[src/rtl/serial_alu_pkg.sv]
// Shared definitions for the bit-serial ALU: function codes, FSM states,
// bit-slice op codes and the funct -> slice-control decoder.
package serial_alu_pkg;

  localparam logic [5:0] FUNCT_ADD = 6'h20;
  localparam logic [5:0] FUNCT_SUB = 6'h22;
  localparam logic [5:0] FUNCT_AND = 6'h24;
  localparam logic [5:0] FUNCT_OR  = 6'h25;
  localparam logic [5:0] FUNCT_NOR = 6'h27;
  localparam logic [5:0] FUNCT_SLT = 6'h2A;

  localparam logic [1:0] OP_AND = 2'b00;
  localparam logic [1:0] OP_OR  = 2'b01;
  localparam logic [1:0] OP_SUM = 2'b10;

  typedef enum logic [1:0] {
    ST_IDLE = 2'd0,
    ST_RUN  = 2'd1,
    ST_DONE = 2'd2
  } state_t;

  typedef struct packed {
    logic       legal;
    logic       ainv;
    logic       binv;
    logic       cin;
    logic [1:0] op;
  } slice_ctrl_t;

  // Don't-care carry-in for and/or/nor is tied to 0.
  function automatic slice_ctrl_t decode_funct(input logic [5:0] f);
    slice_ctrl_t c;
    c.legal = 1'b1;
    c.ainv  = 1'b0;
    c.binv  = 1'b0;
    c.cin   = 1'b0;
    c.op    = OP_SUM;
    case (f)
      FUNCT_ADD: ;
      FUNCT_SUB: begin c.binv = 1'b1; c.cin = 1'b1; end
      FUNCT_AND: c.op = OP_AND;
      FUNCT_OR:  c.op = OP_OR;
      FUNCT_NOR: begin c.ainv = 1'b1; c.binv = 1'b1; c.op = OP_AND; end
      FUNCT_SLT: begin c.binv = 1'b1; c.cin = 1'b1; end
      default:   c.legal = 1'b0;
    endcase
    return c;
  endfunction

endpackage

[src/rtl/serial_alu_bit_slice.sv]
// One-bit ALU slice: optional operand inversion, then AND, OR or full-add.
module alu_bit_slice
  import serial_alu_pkg::*;
(
  input  logic       a,
  input  logic       b,
  input  logic       cin,
  input  logic       ainvert,
  input  logic       binvert,
  input  logic [1:0] op,
  output logic       res,
  output logic       cout
);

  logic aa;
  logic bb;

  assign aa   = a ^ ainvert;
  assign bb   = b ^ binvert;
  assign cout = (aa & bb) | (cin & (aa ^ bb));

  always_comb begin
    res = 1'b0;
    case (op)
      OP_AND:  res = aa & bb;
      OP_OR:   res = aa | bb;
      OP_SUM:  res = aa ^ bb ^ cin;
      default: res = 1'b0;
    endcase
  end

endmodule

[src/rtl/serial_alu.sv]
// Bit-serial R-type ALU: processes one operand bit per cycle, LSB first,
// through a single shared slice; results are published on the done pulse.
module serial_alu
  import serial_alu_pkg::*;
#(
  parameter int WIDTH = 32
) (
  input  logic             clk,
  input  logic             reset,
  input  logic             start,
  input  logic [5:0]       funct,
  input  logic [WIDTH-1:0] a,
  input  logic [WIDTH-1:0] b,
  output logic             busy,
  output logic             done,
  output logic [WIDTH-1:0] result,
  output logic             zero,
  output logic             ovf,
  output logic             illegal
);

  localparam int CNT_W = $clog2(WIDTH) + 1;
  localparam logic [CNT_W-1:0] LAST_BIT = CNT_W'(WIDTH - 1);

  state_t             state_q, state_d;
  logic [CNT_W-1:0]   cnt_q, cnt_d;
  logic               carry_q, carry_d;
  logic [WIDTH-1:0]   a_q, a_d, b_q, b_d, sum_q, sum_d;
  logic [5:0]         funct_q, funct_d;
  logic               ovf_raw_q, ovf_raw_d;
  logic               ill_pend_q, ill_pend_d;
  logic [WIDTH-1:0]   result_q, result_d;
  logic               zero_q, zero_d, ovf_q, ovf_d, illegal_q, illegal_d, done_q, done_d;

  slice_ctrl_t        ctrl;
  logic               slice_res, slice_cout;
  logic               is_slt, is_addsub, less;
  logic [WIDTH-1:0]   fin_res;

  // In IDLE the live funct is decoded (legality, initial carry); afterwards the captured one.
  assign ctrl = decode_funct((state_q == ST_IDLE) ? funct : funct_q);

  alu_bit_slice u_slice (
    .a       (a_q[0]),
    .b       (b_q[0]),
    .cin     (carry_q),
    .ainvert (ctrl.ainv),
    .binvert (ctrl.binv),
    .op      (ctrl.op),
    .res     (slice_res),
    .cout    (slice_cout)
  );

  assign is_slt    = (funct_q == FUNCT_SLT);
  assign is_addsub = (funct_q == FUNCT_ADD) || (funct_q == FUNCT_SUB);
  assign less      = sum_q[WIDTH-1] ^ ovf_raw_q;
  assign fin_res   = is_slt ? {{(WIDTH-1){1'b0}}, less} : sum_q;

  always_comb begin
    state_d    = state_q;
    cnt_d      = cnt_q;
    carry_d    = carry_q;
    a_d        = a_q;
    b_d        = b_q;
    sum_d      = sum_q;
    funct_d    = funct_q;
    ovf_raw_d  = ovf_raw_q;
    ill_pend_d = ill_pend_q;
    result_d   = result_q;
    zero_d     = zero_q;
    ovf_d      = ovf_q;
    illegal_d  = illegal_q;
    done_d     = 1'b0;
    case (state_q)
      ST_IDLE: begin
        if (start) begin
          funct_d    = funct;
          ill_pend_d = ~ctrl.legal;
          if (ctrl.legal) begin
            a_d       = a;
            b_d       = b;
            sum_d     = '0;
            cnt_d     = '0;
            carry_d   = ctrl.cin;
            ovf_raw_d = 1'b0;
            state_d   = ST_RUN;
          end else begin
            state_d   = ST_DONE;
          end
        end
      end
      ST_RUN: begin
        a_d     = a_q >> 1;
        b_d     = b_q >> 1;
        sum_d   = {slice_res, sum_q[WIDTH-1:1]};
        carry_d = slice_cout;
        cnt_d   = cnt_q + 1'b1;
        if (cnt_q == LAST_BIT) begin
          ovf_raw_d = carry_q ^ slice_cout;
          state_d   = ST_DONE;
        end
      end
      ST_DONE: begin
        done_d  = 1'b1;
        state_d = ST_IDLE;
        if (ill_pend_q) begin
          result_d  = '0;
          zero_d    = 1'b1;
          ovf_d     = 1'b0;
          illegal_d = 1'b1;
        end else begin
          result_d  = fin_res;
          zero_d    = (fin_res == '0);
          ovf_d     = is_addsub & ovf_raw_q;
          illegal_d = 1'b0;
        end
      end
      default: state_d = ST_IDLE;
    endcase
  end

  always_ff @(posedge clk or posedge reset) begin
    if (reset) begin
      state_q    <= ST_IDLE;
      cnt_q      <= '0;
      carry_q    <= 1'b0;
      a_q        <= '0;
      b_q        <= '0;
      sum_q      <= '0;
      funct_q    <= '0;
      ovf_raw_q  <= 1'b0;
      ill_pend_q <= 1'b0;
      result_q   <= '0;
      zero_q     <= 1'b1;
      ovf_q      <= 1'b0;
      illegal_q  <= 1'b0;
      done_q     <= 1'b0;
    end else begin
      state_q    <= state_d;
      cnt_q      <= cnt_d;
      carry_q    <= carry_d;
      a_q        <= a_d;
      b_q        <= b_d;
      sum_q      <= sum_d;
      funct_q    <= funct_d;
      ovf_raw_q  <= ovf_raw_d;
      ill_pend_q <= ill_pend_d;
      result_q   <= result_d;
      zero_q     <= zero_d;
      ovf_q      <= ovf_d;
      illegal_q  <= illegal_d;
      done_q     <= done_d;
    end
  end

  assign busy    = (state_q != ST_IDLE);
  assign done    = done_q;
  assign result  = result_q;
  assign zero    = zero_q;
  assign ovf     = ovf_q;
  assign illegal = illegal_q;

endmodule

[config.mk]
export PLATFORM = sky130hd
export DESIGN_NAME = serial_alu
export DESIGN_NICKNAME = d
export VERILOG_FILES = /design/src/rtl/serial_alu_pkg.sv /design/src/rtl/serial_alu_bit_slice.sv /design/src/rtl/serial_alu.sv
export SDC_FILE = /design/constraint.sdc
export NUM_CORES = 1
export LEC_CHECK = 0
export ABC_AREA = 1
export BUFFER_PORTS_ARGS = -buffer_cell sky130_fd_sc_hd__clkbuf_2
export CAP_MARGIN = 0
export CELL_PAD_IN_SITES_DETAIL_PLACEMENT = 1
export CELL_PAD_IN_SITES_GLOBAL_PLACEMENT = 1
export CORE_UTILIZATION = 45
export CTS_CLUSTER_SIZE = 16
export DETAILED_ROUTE_END_ITERATION = 16
export PLACE_DENSITY = 0.94
export SETUP_SLACK_MARGIN = 0.4
export SLEW_MARGIN = 0
export SYNTH_ARGS = -nofsm -noshare
export SYNTH_HDL_FRONTEND = slang
export SYNTH_SLANG_ARGS = --single-unit
export TNS_END_PERCENT = 10
[constraint.sdc]
create_clock -name clk -period 7.4 [get_ports clk]
set_input_delay 1.11 -clock clk [delete_from_list [all_inputs] [get_ports clk]]
set_output_delay 1.11 -clock clk [all_outputs]
set_load 0.005 [all_outputs]
[Word level (Yosys, flattened, before mapping)]
Index checks and enable logic that the tools add are counted.
Word-level totals
  register bits after elaboration: 149
  output and inout port bits: 37
  word-level logic and storage cells: 94
Cells by class
  add/subtract/negate cells: 1
  eq/ne operators: 17
  multiplexer cells: 36
  bitwise logic cells: 12
  reductions and logical operators: 14
Operators by type and width (count)
  $mux W32: 8
  $pmux W32 S2: 3
  $eq A6 B6 Y1 const B: 9
  $logic_not A32 Y1: 1
  $mux W6: 3
  $mux W1: 13
  $pmux W6 S2: 1
  $pmux W2 S2: 2
  $add A6 B1 Y6 const B: 1
  $eq A6 B5 Y1 const B: 1
  $mux W2: 3
  $ne A2 B2 Y1 const B: 3
  $reduce_or A6 Y1: 1
  $xor A1 B1 Y1: 6
  $eq A2 B1 Y1 const B: 2
  $eq A2 B2 Y1 const B: 2
  $logic_not A2 Y1: 2
  $pmux W1 S2: 2
  $reduce_and A2 Y1: 2
  $reduce_and A4 Y1: 1
  $reduce_bool A2 Y1: 2
  $reduce_or A2 Y1: 2
  $and A1 B1 Y1: 3
  $pmux W1 S3: 1
  5 further kinds: 6

[Logic depth before layout (Yosys ltp)]
  word-level depth: 12
  depth in mapped cells: 17
  depth with buffers taken out: 17

[Modules after synthesis]
A second synthesis with hierarchy kept.
Second synthesis, totals
  cell total of the unflattened synthesis: 884
  area, all modules: 6976.7 µm²
By module, submodules not included
  serial_alu: times used 1, cells each 866, area each 6864.1 µm²
  alu_bit_slice: times used 1, cells each 18, area each 112.6 µm²

[Worst setup path after synthesis]
Ideal clock, no wire load.
  path type: input-to-reg
  start: input port funct[4]
  end: register ovf_raw_q
  arrival time: 2.687 ns
  required time: 7.283 ns
  slack: 4.596 ns
  stages: 14
  cell sequence: inv_1 > nand3_1 > nand2_2 > nand2_1 > nor2_1 > nand3_1 > nand2_1 > xnor2_1 > inv_1 > fa_1 > xnor2_1 > nor2_1 > nand3_1 > nand2_1
Between the ends
  cells in the longest elaborated chain, start to end: 11
Ends and longest elaborated chain
  start, declared: RTL line serial_alu.sv:11  | input logic [5:0] funct,
  $mux W6 (*): RTL line serial_alu.sv:41  | assign ctrl = decode_funct((state_q == ST_IDLE) ? funct : funct_q);
  $eq A6 B6 Y1: RTL line serial_alu_pkg.sv:38  | case (f)
  $reduce_or A3 Y1 (no line)
  $mux W1: RTL line serial_alu_pkg.sv:38
  $xor A1 B1 Y1: RTL line serial_alu_bit_slice.sv:19  | assign bb = b ^ binvert;
  $xor A1 B1 Y1: RTL line serial_alu_bit_slice.sv:20  | assign cout = (aa & bb) | (cin & (aa ^ bb));
  $and A1 B1 Y1: RTL line serial_alu_bit_slice.sv:20
  $or A1 B1 Y1: RTL line serial_alu_bit_slice.sv:20
  $xor A1 B1 Y1: RTL line serial_alu.sv:99  | ovf_raw_d = carry_q ^ slice_cout;
  $mux W1: RTL line serial_alu.sv:98  | if (cnt_q == LAST_BIT) begin
  $pmux W1 S2: RTL line serial_alu.sv:74  | case (state_q)
  end signal, assigned: RTL line serial_alu.sv:146  | ovf_raw_q <= ovf_raw_d;
  end, declared: RTL line serial_alu.sv:30  | logic ovf_raw_q, ovf_raw_d;
Mark *: on every way between the ends. The rest lies on a longest branch, timed or not. The select of a mux whose other input is x is not followed.
A chain may end at the register's enable or synchronous reset.

[Worst setup path after layout]
  start: input port funct[3]
  end: register a_q[10]
Between the ends
  cells in the longest elaborated chain, start to end: 6
Ends and longest elaborated chain
  $mux W6 (*): RTL line serial_alu.sv:41
  $eq A6 B6 Y1: RTL line serial_alu_pkg.sv:38
  $reduce_or A6 Y1 (no line) (*)
  $mux W1 (*): RTL line serial_alu_pkg.sv:38
  $ne A2 B2 Y1 (no line) (*)
  $reduce_and A3 Y1 (no line) (*)
  end signal, assigned: RTL line serial_alu.sv:127  | a_q <= '0;
  end signal, assigned: RTL line serial_alu.sv:142  | a_q <= a_d;
  end, declared: RTL line serial_alu.sv:28  | logic [WIDTH-1:0] a_q, a_d, b_q, b_d, sum_q, sum_d;
Mark *: on every way between the ends. The rest lies on a longest branch, timed or not.

==> impl_metrics.csv <==
group,metric,value,unit
die,start_util,46.3,%
place,io_buffers,109,
hold_path,hold_path_class,"reg2reg",
power,p_clk_share,25.3,%
clock_tree,clock-sinks,149,
global_route,grt_overflow_total,0,
setup_path,reg2reg_from,"state_q[1]",
final_layout,synthToLayoutAreaGrowth,16.4,%
sta,min_period,3350,ps
status,status,"complete, no violations",
final_layout,fillers,1898,
sta,fin_crit_sh,45.2,%
sta,max_freq,299,MHz
power,p_int,1.91,mW
sta,maxSlewViolCount,0,
final_layout,drive_above_1_share,17.1,%
place,gp_congestion,0.736,
power,comb_power_share,32.4,%
final_layout,regArea,3730,sq um
sta,fin_worst_skew,8.28,ps
die,rows,45,
power,switching_share,41.0,%
setup_path,worstSetupPathType,"in2reg",
die,dieArea,16200,sq um
place,dpl.hpwl,11400,um
final_layout,n_antenna_cell,0,
setup_path,cpMostUsedCell,"nand2_1",
route,drc_errors,0,
power,power.density,394,nW/um^2
route,routed_wl,18600,um
final_layout,final_core_util,53.9,%
power,total_leakage_power,4.55,nW
hold_path,hold-path-cell-count,2,
clock_tree,clk_latency,430,ps
clock_tree,cts_buffer_depth,2,
sta,rsz0062_at_grt,"no",
route,viasPerCell,5.27,
setup_path,crit_fanout,103,
clock_tree,post_cts_buffers,0,
yosys,synth.distinct_cells,32,
power,seq_power_share,42.3,%
final_layout,multi_input_area,2990,sq um
clock_tree,ctsHtreeMaxLevel,4,
yosys,synth_nets,966,
yosys,ys_seq_area_share,52.8,%
setup_path,r2r-end,"a_q[10]",
sta,finalSetupViolCount,0,
setup_path,end_kind,"flip-flop",
setup_path,ff2ff_setup_slack,4080,ps
global_route,antenna_found_initial,0,
hold_path,hold_start,"a_q[23]",
route,drtAntennaViolNets,0,
setup_path,path_cells,"clkbuf_2 > inv_1 > nand2_1 > o21ai_2 > nor2_1 > nand3_2 > nand4_4 > buf_4 > nand2_4 > nand2_1 > nand2_1",
yosys,yosys_register_bits,149,
setup_path,crit_slowest_cell,"nand2_4",
power,switchingPower,1.33,mW
die,core-area,15300,sq um
final_layout,nets,1046,
global_route,grt_pass1_wl,32100,um
yosys,netlist_area,7060,sq um
global_route,grt_pass1_vias,6528,
yosys,yosysWarnings,0,
clock_tree,cts_root_buf,"clkbuf_16",
sta,finalHoldViolCount,0,
global_route,grt_usage,25.1,%
yosys,netlist_instances,889,
setup_path,worstPathArrival,3660,ps
die,die_x,127,um
clock_tree,hold_buffers,0,
route,wl_per_cell,15.6,um
clock_tree,cts_buffers,17,
sta,worst_slew_pin_slew,1090,ps
global_route,grt_max_degree,104,
route,routed-via-count,6283,
sta,slew_headroom,27.2,%
hold_path,min_to,"a_q[23]",
yosys,avgSynthCellArea,7.94,sq um
route,first_iter_violations,461,
route,drt_pass1_iterations,4,
die,pin_count,110,
setup_path,start_kind,"primary input",
setup_path,max_stage_delay,800,ps
power,peakVddDrop,214,uV
clock_tree,clk_pin_slew,70,ps
setup_path,worst-r2r-cell-count,9,
sta,finalSetupTns,0,ps
setup_path,required,7710,ps
clock_tree,cts_resized,0,
die,die_y,127,um
clock_tree,cts_tree,"yes",
job,maxCapViolations,0,
==> placed cells by master, fill, tap and decap left out, drive strengths merged, types with 4 or more instances in the layout <==
master	synthesis	final
dfrtp	148	148
clkbuf	30	128
clkinv	1	4
a21oi	6	6
nand3	77	77
inv	21	29
nor2	20	20
a32o	28	28
nand2	481	481
buf	24	6
nand4	5	5
o21ai	33	33
==> cells by family (layout without fill, tap and decap cells) <==
logic type	count (synthesis)	in the layout	share of synthesized area, %
AND/OR/NAND/NOR	588	588	33.8
XOR/XNOR	4	4	0.496
flip-flops	149	149	52.8
AO/OA/AOI/OAI	68	68	6.89
buffers and inverters	76	169	5.19
adder cells (fa/ha/maj)	4	4	0.815
==> flip-flops by register name, summed over array words and instances, names as in the netlist <==
register    count
a_q            32
b_q            32
result         32
sum_q          32
cnt_q           6
funct_q         6
state_q         2
carry_q         1
done            1
ill_pend_q      1
illegal         1
ovf             1
ovf_raw_q       1
zero            1
==> final cells by class <==
| cell class | instances | area share, % |
|---|---|---|
| inverter | 22 | 1.07 |
| clock inverter | 13 | 1.39 |
| timing repair buffer | 115 | 7.19 |
| clock buffer | 19 | 5.39 |
| multi-input combinational | 664 | 36.4 |
| sequential | 149 | 45.4 |
| tap | 211 | 3.21 |
==> metrics by stage <==
step                instances  power (mW)  area (sq um)  setup WS (ps)  hold slack [ps]
global route             1193        3.48          8220           3790              489
finish                   1193        3.24          8220           4050              473
floorplan                 889        2.10          7060           2280              442
detailed placement       1161        2.42          7660           3620              460
global placement         1161        2.33          7660           3760              454
CTS                      1193        3.27          8220           4060              475
==> metal layers <==
| metal | wire (um) | vias to the layer above | global-route usage, % |
|---|---|---|---|
| li1 | - | 2988 | - |
| met4 | 271 | 0 | 8.54 |
| met3 | 586 | 23 | 4.27 |
| met1 | 8050 | 3145 | 32.5 |
| met5 | 0 | - | 0 |
| met2 | 9640 | 127 | 42.8 |
==> worst max path at each step <==
stage | endpoint | slack (ps) | cells after the start | from
finish | a_q[10] | 4050 | 11 | funct[3]
global route | sum_q[8] | 3790 | 9 | state_q[1]
CTS | sum_q[8] | 4060 | 9 | state_q[1]
detailed placement | sum_q[8] | 3620 | 11 | funct[3]
global placement | b_q[30] | 3760 | 10 | funct[0]
floorplan | a_q[0] | 2280 | 1 | reset
==> critical path: cells and delay by family <==
family | cells | cell delay [ps]
buffers and inverters | 3 | 760
and+or+nand+nor | 7 | 1620
AOI/OAI and AO/OA | 1 | 90
==> power groups by stage <==
stage          combinational, mW  sequential (mW)  clock, mW
5_1_grt                     1.21             1.41      0.865
6_report                    1.05             1.37      0.821
4_1_cts                     1.07             1.37      0.833
2_1_floorplan              0.799             1.30          0
3_3_place_gp               0.977             1.36          0
3_5_place_dp                1.05             1.37          0
==> cells in the mapped netlist <==
cell	count	area (sq um)
o21ai_0	30	150
nand3_1	76	380
buf_1	1	3.75
o21ai_1	2	10.0
xnor2_1	3	26.3
nor2_1	18	67.6
nand4_2	2	25.0
clkbuf_1	30	113
o21a_1	1	7.51
or2_2	2	12.5
inv_2	3	11.3
nand3b_1	3	22.5
buf_2	14	70.1
dfrtp_1	148	3700
inv_1	18	67.6
a32o_1	28	280
ha_1	3	37.5
nor2_4	1	11.3
buf_4	1	7.51
xor2_1	1	8.76
fa_1	1	20.0
nand3_2	1	10.0
o21ai_2	1	8.76
buf_6	8	90.1
dfstp_2	1	26.3
nand2_1	477	1790
nand4_4	1	21.3
nor2_2	1	6.26
nand2_2	4	25.0
clkinv_1	1	3.75
nand4_1	2	12.5
a21oi_1	6	30.0
No activity file was read; power rests on OpenSTA's default activity.
